## config.mk

```make
export PLATFORM = sky130hd
export DESIGN_NAME = button_event_rx_flat
export DESIGN_NICKNAME = d
export VERILOG_FILES = /design/src/rtl/btn_pkg.sv /design/src/rtl/button_event_rx_if.sv /design/src/rtl/btn_debounce.sv /design/src/rtl/button_event_rx.sv /design/src/flat_wrapper.sv
export SDC_FILE = /design/constraint.sdc
export NUM_CORES = 1
export LEC_CHECK = 0
export ABC_AREA = 0
export CAP_MARGIN = 20
export CORE_MARGIN = 4
export CORE_UTILIZATION = 50
export DETAILED_ROUTE_END_ITERATION = 7
export HOLD_SLACK_MARGIN = 0.1
export MAX_ROUTING_LAYER = met4
export PLACE_DENSITY = 0.68
export SYNTH_ARGS = -nofsm -noshare
export SYNTH_HDL_FRONTEND = slang
export SYNTH_SLANG_ARGS = --single-unit
```

## constraint.sdc

```tcl
create_clock -name clk -period 2.3 [get_ports clk]
set_clock_uncertainty 0.1 [all_clocks]
set_input_delay 0.23 -clock clk [delete_from_list [all_inputs] [get_ports clk]]
set_output_delay 0.23 -clock clk [all_outputs]
set_load 0.03 [all_outputs]
```

## src/rtl/btn_pkg.sv

```systemverilog
// Shared constants for the push-button event receiver.
package btn_pkg;

    // Number of push-button channels in the default build.
    localparam int N_BTN_DEFAULT    = 5;

    // Width of the event index presented to the consumer.
    localparam int EVT_ID_W         = 3;

    // Stable cycles needed to accept a level change: 10 ms at 25 MHz.
    localparam int DEBOUNCE_DEFAULT = 250000;

    // Counter width able to hold 0 .. cycles-1 (at least one bit).
    function automatic int cnt_width(input int cycles);
        return (cycles > 1) ? $clog2(cycles) : 1;
    endfunction

endpackage

```

## src/rtl/button_event_rx_if.sv

```systemverilog
// Press-event handshake between the button receiver and its consumer.
// The receiver drives the event and the sticky overrun flag; the consumer
// answers with ready and may clear the overrun flag.
interface button_event_rx_if;
    import btn_pkg::*;

    logic                evt_valid;
    logic                evt_ready;
    logic [EVT_ID_W-1:0] evt_id;
    logic                evt_overrun;
    logic                overrun_clr;

    modport master (
        output evt_valid,
        output evt_id,
        output evt_overrun,
        input  evt_ready,
        input  overrun_clr
    );

    modport slave (
        input  evt_valid,
        input  evt_id,
        input  evt_overrun,
        output evt_ready,
        output overrun_clr
    );

endinterface

```

## src/rtl/btn_debounce.sv

```systemverilog
// One button channel: two-flop synchronizer, stability counter, accepted
// level and a registered one-cycle pulse on each accepted press.
// The accepted level is held in raw polarity (1 = released) so that reset
// and the synchronizer share the same "released" value.
module btn_debounce
    import btn_pkg::*;
#(
    parameter int DEBOUNCE_CYCLES = DEBOUNCE_DEFAULT
) (
    input  logic clk,
    input  logic reset,
    input  logic btn_n,
    output logic btn_level,
    output logic press_pulse
);

    localparam int               CNT_W    = cnt_width(DEBOUNCE_CYCLES);
    localparam logic [CNT_W-1:0] CNT_LAST = CNT_W'(DEBOUNCE_CYCLES - 1);

    logic             sync1_q,  sync1_d;
    logic             sync2_q,  sync2_d;
    logic [CNT_W-1:0] cnt_q,    cnt_d;
    logic             stable_q, stable_d;
    logic             level_q,  level_d;
    logic             pulse_q,  pulse_d;

    // Next-state: synchronize, count disagreeing cycles, accept after a full run.
    always_comb begin
        sync1_d  = btn_n;
        sync2_d  = sync1_q;
        stable_d = stable_q;
        cnt_d    = '0;
        if (sync2_q != stable_q) begin
            if (cnt_q == CNT_LAST) begin
                stable_d = sync2_q;
                cnt_d    = '0;
            end else begin
                cnt_d = cnt_q + 1'b1;
            end
        end
        // Output level follows the accepted level one cycle later; the pulse
        // is aligned with the first cycle that level reads pressed.
        level_d = ~stable_q;
        pulse_d = ~stable_q & ~level_q;
    end

    // Channel state register; everything returns to "released" on reset.
    always_ff @(posedge clk or negedge reset) begin
        if (!reset) begin
            sync1_q  <= 1'b1;
            sync2_q  <= 1'b1;
            cnt_q    <= '0;
            stable_q <= 1'b1;
            level_q  <= 1'b0;
            pulse_q  <= 1'b0;
        end else begin
            sync1_q  <= sync1_d;
            sync2_q  <= sync2_d;
            cnt_q    <= cnt_d;
            stable_q <= stable_d;
            level_q  <= level_d;
            pulse_q  <= pulse_d;
        end
    end

    assign btn_level   = level_q;
    assign press_pulse = pulse_q;

endmodule

```

## src/rtl/button_event_rx.sv

```systemverilog
// Debounced push-button receiver. Each channel is debounced separately;
// accepted presses are queued as one pending bit per button and handed to
// the consumer lowest index first through a valid/ready output stage.
// N_BTN must not exceed 2**EVT_ID_W so every index fits in evt_id.
module button_event_rx
    import btn_pkg::*;
#(
    parameter int N_BTN           = N_BTN_DEFAULT,
    parameter int DEBOUNCE_CYCLES = DEBOUNCE_DEFAULT
) (
    input  logic               clk,
    input  logic               reset,
    input  logic [N_BTN-1:0]   btn_n,
    output logic [N_BTN-1:0]   btn_level,
    output logic [N_BTN-1:0]   press_pulse,
    button_event_rx_if.master  evt
);

    logic [N_BTN-1:0]    pend_q,  pend_d;
    logic                valid_q, valid_d;
    logic [EVT_ID_W-1:0] id_q,    id_d;
    logic                ovr_q,   ovr_d;

    logic                stage_free;
    logic                load;
    logic [EVT_ID_W-1:0] load_idx;
    logic [N_BTN-1:0]    load_mask;
    logic                ovr_set;

    // Lowest set index of a pending vector, zero-extended to the id width.
    function automatic logic [EVT_ID_W-1:0] lowest_index(input logic [N_BTN-1:0] vec);
        logic [EVT_ID_W-1:0] idx;
        idx = '0;
        for (int i = N_BTN - 1; i >= 0; i--) begin
            if (vec[i]) begin
                idx = EVT_ID_W'(i);
            end
        end
        return idx;
    endfunction

    for (genvar g = 0; g < N_BTN; g++) begin : g_ch
        btn_debounce #(
            .DEBOUNCE_CYCLES (DEBOUNCE_CYCLES)
        ) u_debounce (
            .clk         (clk),
            .reset       (reset),
            .btn_n       (btn_n[g]),
            .btn_level   (btn_level[g]),
            .press_pulse (press_pulse[g])
        );
    end

    // Arbitration, output-stage loading, pending update and overrun tracking.
    always_comb begin
        stage_free = ~valid_q | evt.evt_ready;
        load       = stage_free & (|pend_q);
        load_idx   = lowest_index(pend_q);
        load_mask  = load ? (N_BTN'(1) << load_idx) : '0;

        valid_d = valid_q;
        id_d    = id_q;
        if (stage_free) begin
            valid_d = load;
            if (load) begin
                id_d = load_idx;
            end
        end

        // A press landing on the bit being loaded this cycle re-arms it
        // without counting as lost; any other press on a set bit is merged
        // and flagged.
        pend_d  = (pend_q & ~load_mask) | press_pulse;
        ovr_set = |(press_pulse & pend_q & ~load_mask);
        ovr_d   = ovr_set | (ovr_q & ~evt.overrun_clr);
    end

    // Event state register; reset discards queued and presented events.
    always_ff @(posedge clk or negedge reset) begin
        if (!reset) begin
            pend_q  <= '0;
            valid_q <= 1'b0;
            id_q    <= '0;
            ovr_q   <= 1'b0;
        end else begin
            pend_q  <= pend_d;
            valid_q <= valid_d;
            id_q    <= id_d;
            ovr_q   <= ovr_d;
        end
    end

    assign evt.evt_valid   = valid_q;
    assign evt.evt_id      = id_q;
    assign evt.evt_overrun = ovr_q;

endmodule
```

## src/flat_wrapper.sv

```systemverilog
// flat-port wrapper written by rule: the top's interface ports become plain ports
module button_event_rx_flat import btn_pkg::*;
#(
    parameter int N_BTN           = N_BTN_DEFAULT,
    parameter int DEBOUNCE_CYCLES = DEBOUNCE_DEFAULT
)
  (clk, reset, btn_n, btn_level, press_pulse, evt_evt_valid, evt_evt_id, evt_evt_overrun, evt_evt_ready, evt_overrun_clr);
  button_event_rx_if evt_i ();
  input  logic clk;
  input  logic reset;
  input  logic [N_BTN-1:0] btn_n;
  output logic [N_BTN-1:0] btn_level;
  output logic [N_BTN-1:0] press_pulse;
  output wire logic [$bits(evt_i.evt_valid)-1:0] evt_evt_valid;
  output wire logic [$bits(evt_i.evt_id)-1:0] evt_evt_id;
  output wire logic [$bits(evt_i.evt_overrun)-1:0] evt_evt_overrun;
  input wire logic [$bits(evt_i.evt_ready)-1:0] evt_evt_ready;
  input wire logic [$bits(evt_i.overrun_clr)-1:0] evt_overrun_clr;
  assign evt_evt_valid = evt_i.evt_valid;
  assign evt_evt_id = evt_i.evt_id;
  assign evt_evt_overrun = evt_i.evt_overrun;
  assign evt_i.evt_ready = evt_evt_ready;
  assign evt_i.overrun_clr = evt_overrun_clr;
  button_event_rx #(.N_BTN(N_BTN), .DEBOUNCE_CYCLES(DEBOUNCE_CYCLES)) u_core (.clk(clk), .reset(reset), .btn_n(btn_n), .btn_level(btn_level), .press_pulse(press_pulse), .evt(evt_i));
endmodule
```

==> impl_metrics.ini, run 1 <==
[status]
status = finished clean

[clocking]
clkSinkCount = 125
cts_tree = yes
cts_root_buf = clkbuf_16
cts_buffers = 17
ctsHtreeMaxLevel = 4
clk_latency_ps = 410
cts.clk_slew.worst_paths_ps = 50
ctsLongestPathBuffers = 2
ctsResizeCount = 0

[yosys]
async_reset_ff_frac = 1.00
ys.flop_type = dfrtp_1
synthesis.nets = 574
synth-edff-count = 0
ys_warn_count = 0
synthCells = 560
syn_area_per_cell_sq_um = 10.5
synth.distinct_cells = 44
syn_area_sq_um = 5860
synth-seq-cells = 125
synth_seq_area_share = 0.537

[final_layout]
syn2layout_area_growth_pct = 16.7
nets = 610
antenna_cells = 0
final_cell_mix = dfrtp_1, nor2_1, xnor2_1, nand2_1, nand3_1
nFillCells = 912
final_common_cell = dfrtp_1
drive_above_1_share = 0.118

[global_route]
grt_usage = 0.186
grt-ovfl-total = 0
grt_max_degree = 53
antenna_found_initial = 0
grt_first_pass_wirelength_mm = 19.3
grt_pass1_vias = 4215

[power_and_ir_drop]
p_leak_nw = 2.84
combPwrFrac = 0.051
powerDensity_nw_per_um2 = 750
clkPwrFrac = 0.499
p_sw_mw = 1.15
switching_share = 0.224
pwr-share-seq = 0.450
ir_drop_mv = 0.673
internal-power_mw = 3.98

[worst_setup_path]
critPathKind = flip-flop to flip-flop
worstPathArrival_ps = 2200
r2r_slack_ps = 330
reg2reg_to = u_core.g_ch[2].u_debounce.cnt_q[17]
cp.required_ps = 2530
r2r-start = u_core.g_ch[2].u_debounce.cnt_q[8]
ff2ff_path_depth = 4
cp-start-kind = flip-flop
cp_max_fo = 6
cp-end-kind = flip-flop

[worst_hold_path]
hold_path.class = input port to flip-flop
hp-start = btn_n[4]
min_path_cells = 1
holdPathEnd = u_core.g_ch[4].u_debounce.sync1_q

[route]
drtPass1Iterations = 4
wirelength_mm = 11.0
vias = 4167
drc = 0
postRouteAntennaNets = 0
via_per_inst = 5.54
drt_iter0_markers = 229
wire_per_inst_um = 14.6

[die]
core_sq_um = 11500
start_util = 0.511
dieArea_sq_um = 13500
io-pin-count = 24
row_count = 39
die_h_um = 116
die_w_um = 116

[job]
maxCapViolations = 0

[sta]
finalMaxSlewViolations = 0
rsz0062_at_grt = no
worst-slew-pin-transition_ps = 499
final-hold-violation-count = 0
period_needed_ps = 1970
timing.slew.headroom = 0.667
fin_setup_tns_ps = 0
fin_crit_sh = 0.855
finalSetupViolCount = 0
fmax_mhz = 508
worst_slack_ps = 333

[place]
dp_hpwl_mm = 7.51
dp_worst_setup_slack_ps = 402
gp_congestion = 0.874
portBuffers = 23
==> layer usage <==
| layer | routed length, um | GRT usage |
|---|---|---|
| met5 | 0 | - |
| met4 | 167 | 0.0712 |
| met3 | 400 | 0.0503 |
| met2 | 5290 | 0.284 |
| met1 | 5110 | 0.240 |
==> flip-flops by register name (all words and copies together) (netlist names) <==
name / count
u_core.g_ch.u_debounce.cnt_q: 90
u_core.g_ch.u_debounce.btn_level: 5
u_core.g_ch.u_debounce.press_pulse: 5
u_core.g_ch.u_debounce.stable_q: 5
u_core.g_ch.u_debounce.sync1_q: 5
u_core.g_ch.u_debounce.sync2_q: 5
u_core.pend_q: 5
u_core.evt.evt_id: 3
u_core.evt.evt_overrun: 1
u_core.evt.evt_valid: 1
==> worst max-delay path, cell delays in order (launching register included) <==
cell	delay, ps
dfrtp_1	450
nand4_1	260
or4_1	590
or3_1	340
a21oi_1	150
==> kinds of logic after synthesis <==
kind of cell	after synthesis	share of synthesized area
and+or+nand+nor	270	0.238
xor gates and xnor gates	73	0.109
muxes	5	0.00961
buffers and inverters	38	0.0325
AOI/OAI and AO/OA	44	0.0630
DFF	125	0.537
adders and majority gates	5	0.0107
==> cell usage after synthesis (all sizes together), types with 3 or more instances <==
cell type | number | area [sq um]
nand2 | 35 | 131
or4 | 6 | 48.8
a21o | 3 | 22.5
o21ai | 12 | 60.1
a21oi | 15 | 75.1
o31ai | 3 | 22.5
nor2 | 96 | 360
o41ai | 7 | 155
and4 | 5 | 43.8
dfstp | 15 | 394
and3 | 5 | 31.3
inv | 21 | 78.8
nand3 | 35 | 193
buf | 16 | 108
nor4 | 28 | 175
dfrtp | 110 | 2750
nor4b | 3 | 26.3
nor3 | 11 | 55.1
xnor2 | 43 | 377
or3 | 8 | 50.1
ha | 5 | 62.6
nand4 | 27 | 190
xor2 | 30 | 263
mux2 | 5 | 56.3
==> per-stage QoR <==
stage	util	std cells	hold slack, ps	power, mW	area [sq um]
2_1_floorplan	-	560	-166	2.46	5860
3_3_place_gp	0.546	719	88.9	2.60	6260
5_1_grt	0.596	752	104	5.33	6840
6_report	0.596	752	119	5.12	6840
3_5_place_dp	0.546	719	96.6	2.61	6260
4_1_cts	0.596	752	101	5.20	6840
==> cell type report <==
| class | count | area [sq um] | area share |
|---|---|---|---|
| clock inverters | 11 | 120 | 0.0176 |
| repair buffers | 34 | 338 | 0.0494 |
| multi-input cells | 397 | 2520 | 0.369 |
| clock buffers | 21 | 450 | 0.0659 |
| flip-flops and latches | 125 | 3150 | 0.460 |
| well taps | 143 | 179 | 0.0262 |
| inverters | 21 | 78.8 | 0.0115 |
==> what timing repair did <==
item                       4_1_cts  5_1_grt
hold buffers                     1        0
setup endpoints to repair        0        0
setup buffers                    0        0
hold endpoints to repair       116        0
==> power groups by stage <==
stage                     logic (mW)  registers, mW  clock network (mW)
after floorplan               0.0938           2.37                   0
after global placement         0.261           2.34                   0
after detailed placement       0.267           2.34                   0
after CTS                      0.270           2.31                2.62
after global routing           0.298           2.31                2.72
final                          0.263           2.31                2.56
==> how the worst max path moves through the flow <==
stage,depth (start not counted),endpoint,start
floorplan,5,u_core.g_ch[2].u_debounce.cnt_q[10],u_core.g_ch[2].u_debounce.cnt_q[0]
finish,4,u_core.g_ch[2].u_debounce.cnt_q[17],u_core.g_ch[2].u_debounce.cnt_q[8]
global route,4,u_core.g_ch[2].u_debounce.cnt_q[17],u_core.g_ch[2].u_debounce.cnt_q[8]
global placement,4,u_core.g_ch[2].u_debounce.stable_q,u_core.g_ch[2].u_debounce.cnt_q[0]
CTS,4,u_core.g_ch[2].u_debounce.cnt_q[17],u_core.g_ch[2].u_debounce.cnt_q[8]
detailed placement,4,u_core.g_ch[2].u_debounce.stable_q,u_core.g_ch[2].u_debounce.cnt_q[0]
Note: power is estimated with default switching activity, not from simulation.
==> inputs of run 2 (changes only) <==
- SYNTH_HIERARCHICAL: default -> 1
==> run 2 against run 1 <==
- critical path depth rose by 1
- die area rose by 0.84%
- cell area rose by 1.5%
- sequential share of layout area fell by 0.66 points
- count of clock-buffer cells in the layout fell by 1
- via count rose by 2.3%
- largest cell class unchanged
- combinational power barely moved
- sequential cell count did not move
==> impl_metrics.ini, run 2 <==
[route]
top_layer = met4
wl_met3_um = 512
postRouteAntennaNets = 0
wirelength_mm = 11.5
via_per_inst = 5.63
drtPass1Iterations = 4
wl_met2_mm = 5.52
drc = 0
drt_iter0_markers = 319
wire_per_inst_um = 15.2
wl_met1_mm = 5.33
vias = 4261

[global_route]
grt_pass1_vias = 4190
grt_usage = 0.191
grt-ovfl-total = 0
antenna_found_initial = 0
grt_first_pass_wirelength_mm = 19.7
grt_max_degree = 48

[die]
io-pin-count = 24
start_util = 0.513
die_h_um = 117
row_count = 39
core_sq_um = 11500
die_w_um = 117
dieArea_sq_um = 13600

[sta]
finalSetupViolCount = 0
finalMaxSlewViolations = 0
timing.slew.headroom = 0.625
rsz0062_at_grt = no
final-hold-violation-count = 0
fin_crit_sh = 0.897
fin_setup_tns_ps = 0
worst-slew-pin-transition_ps = 563
worst_slack_ps = 237
fmax_mhz = 485
period_needed_ps = 2060

[clocking]
clk_latency_ps = 420
cts_buffers = 17
cts_tree = yes
cts.clk_slew.worst_paths_ps = 50
ctsLongestPathBuffers = 2
post-cts-setup-buffers = 0
ctsHtreeMaxLevel = 4
cts_root_buf = clkbuf_16
clkSinkCount = 125

[power_and_ir_drop]
combPwrFrac = 0.049
p_sw_mw = 1.15
pwr-share-seq = 0.437
switching_share = 0.219
p_leak_nw = 2.96
internal-power_mw = 4.11
ir_drop_mv = 0.548
clkPwrFrac = 0.513
powerDensity_nw_per_um2 = 759

[yosys]
synth_area_leaders = dfrtp_1, dfstp_2, xor2_1
synth_top_area_cell = dfrtp_1
syn_area_per_cell_sq_um = 10.6
ys_top_cells_by_count = dfrtp_1, nor2_1, nand2_1
synth-edff-count = 0
synthCells = 558
syn_area_sq_um = 5910
ys_warn_count = 6
synth_top_family_by_area = simple AND/OR/NAND/NOR gates
synth.distinct_cells = 38
async_reset_ff_frac = 1.00
synthXorXnorAreaFrac = 0.0815
synth_adder_area_share = 0.0106
synth_seq_area_share = 0.532
synth-seq-cells = 125
synthesis.nets = 572
yosys.area_share.simple = 0.240
synth_most_common_cell = dfrtp_1
ys.flop_type = dfrtp_1
synth_compound_area_frac = 0.101
yosysTopAreaCellShare = 0.466
muxShareOfSynthArea = 0.00952

[final_layout]
utilization = 0.602
fin_cells = 757
largest_reg_flops = 90
nets = 615
final_common_cell = dfrtp_1
drive_above_1_share = 0.130
syn2layout_area_growth_pct = 17.3
antenna_cells = 0
top_register = u_core/g_ch.u_debounce/cnt_q
final_cell_mix = dfrtp_1, nor2_1, nand2_1, xor2_1, nand3_1

[place]
placedCellCount = 724
dp_worst_setup_slack_ps = 270
portBuffers = 23
dp_hpwl_mm = 7.83
gp_congestion = 0.834

[status]
status = finished clean

[worst_setup_path]
critPathKind = flip-flop to flip-flop
cp-end-kind = flip-flop
worstPathArrival_ps = 2270
cp_max_fo = 11
cp.required_ps = 2510
cp-start-kind = flip-flop

[worst_hold_path]
hold_path.class = input port to flip-flop

[job]
maxCapViolations = 0
[run 2: what timing repair did]
item / 4_1_cts / 5_1_grt
resized for setup: 0 / 0
hold buffers: 1 / 0
hold endpoints to repair: 41 / 0
[run 2: worst paths after layout]
kind,start,endpoint,slack (ps),depth (start not counted)
setup / recovery,u_core/g_ch[2].u_debounce/cnt_q[8],u_core/g_ch[2].u_debounce/cnt_q[8],240,5
hold / removal,btn_n[3],u_core/g_ch[3].u_debounce/sync1_q,110,1
setup reg to reg,u_core/g_ch[2].u_debounce/cnt_q[8],u_core/g_ch[2].u_debounce/cnt_q[8],240,5
hold reg to reg,u_core/g_ch[3].u_debounce/sync1_q,u_core/g_ch[3].u_debounce/sync2_q,260,0
max in group asynchronous,reset,u_core/g_ch[4].u_debounce/sync2_q,1160,3
min in group asynchronous,reset,u_core/g_ch[3].u_debounce/cnt_q[16],240,2
[run 2: per-stage QoR]
stage	power [mW]	area, sq um	hold WS, ps
6_report	5.26	6940	110
3_5_place_dp	2.61	6330	162
4_1_cts	5.32	6940	103
5_1_grt	5.47	6940	107
3_3_place_gp	2.60	6330	153
2_1_floorplan	2.47	5910	-166
[run 2: cell families (layout without fill, tap and decap cells)]
logic type / count (synthesis) / in the layout
compound gates: 82 / 82
xor+xnor: 55 / 55
fa+ha+maj: 5 / 5
buf+inv: 25 / 81
flops: 125 / 125
mux: 5 / 5
simple gates: 261 / 261
[run 2: metal layers]
| layer | GRT usage | up-vias |
|---|---|---|
| met4 | 0.0726 | 0 |
| met1 | 0.239 | 2075 |
| li1 | - | 2098 |
| met3 | 0.0575 | 15 |
| met2 | 0.292 | 73 |
| met5 | - | - |
[run 2: area by class of cell]
| type | instances | area [sq um] |
|---|---|---|
| Clock buffer | 20 | 457 |
| Fill cell | 956 | 4580 |
| Tap cell | 143 | 179 |
| Timing Repair Buffer | 34 | 338 |
| Multi-Input combinational cell | 408 | 2620 |
| Clock inverter | 12 | 144 |
| Inverter | 15 | 56.3 |
| Sequential cell | 125 | 3150 |
[run 2: critical path, stage by stage (launching register included)]
cell     delay (ps)
dfrtp_1         430
nor4_1          340
nand2_1         160
o41ai_4         580
buf_4           270
nor2_1           70
[run 2: power groups by stage]
stage	Clock, mW	Combinational, mW	Sequential [mW]
after floorplan	0	0.0975	2.37
after global placement	0	0.261	2.34
after detailed placement	0	0.265	2.34
after CTS	2.75	0.267	2.30
after global routing	2.86	0.294	2.31
final	2.70	0.260	2.30
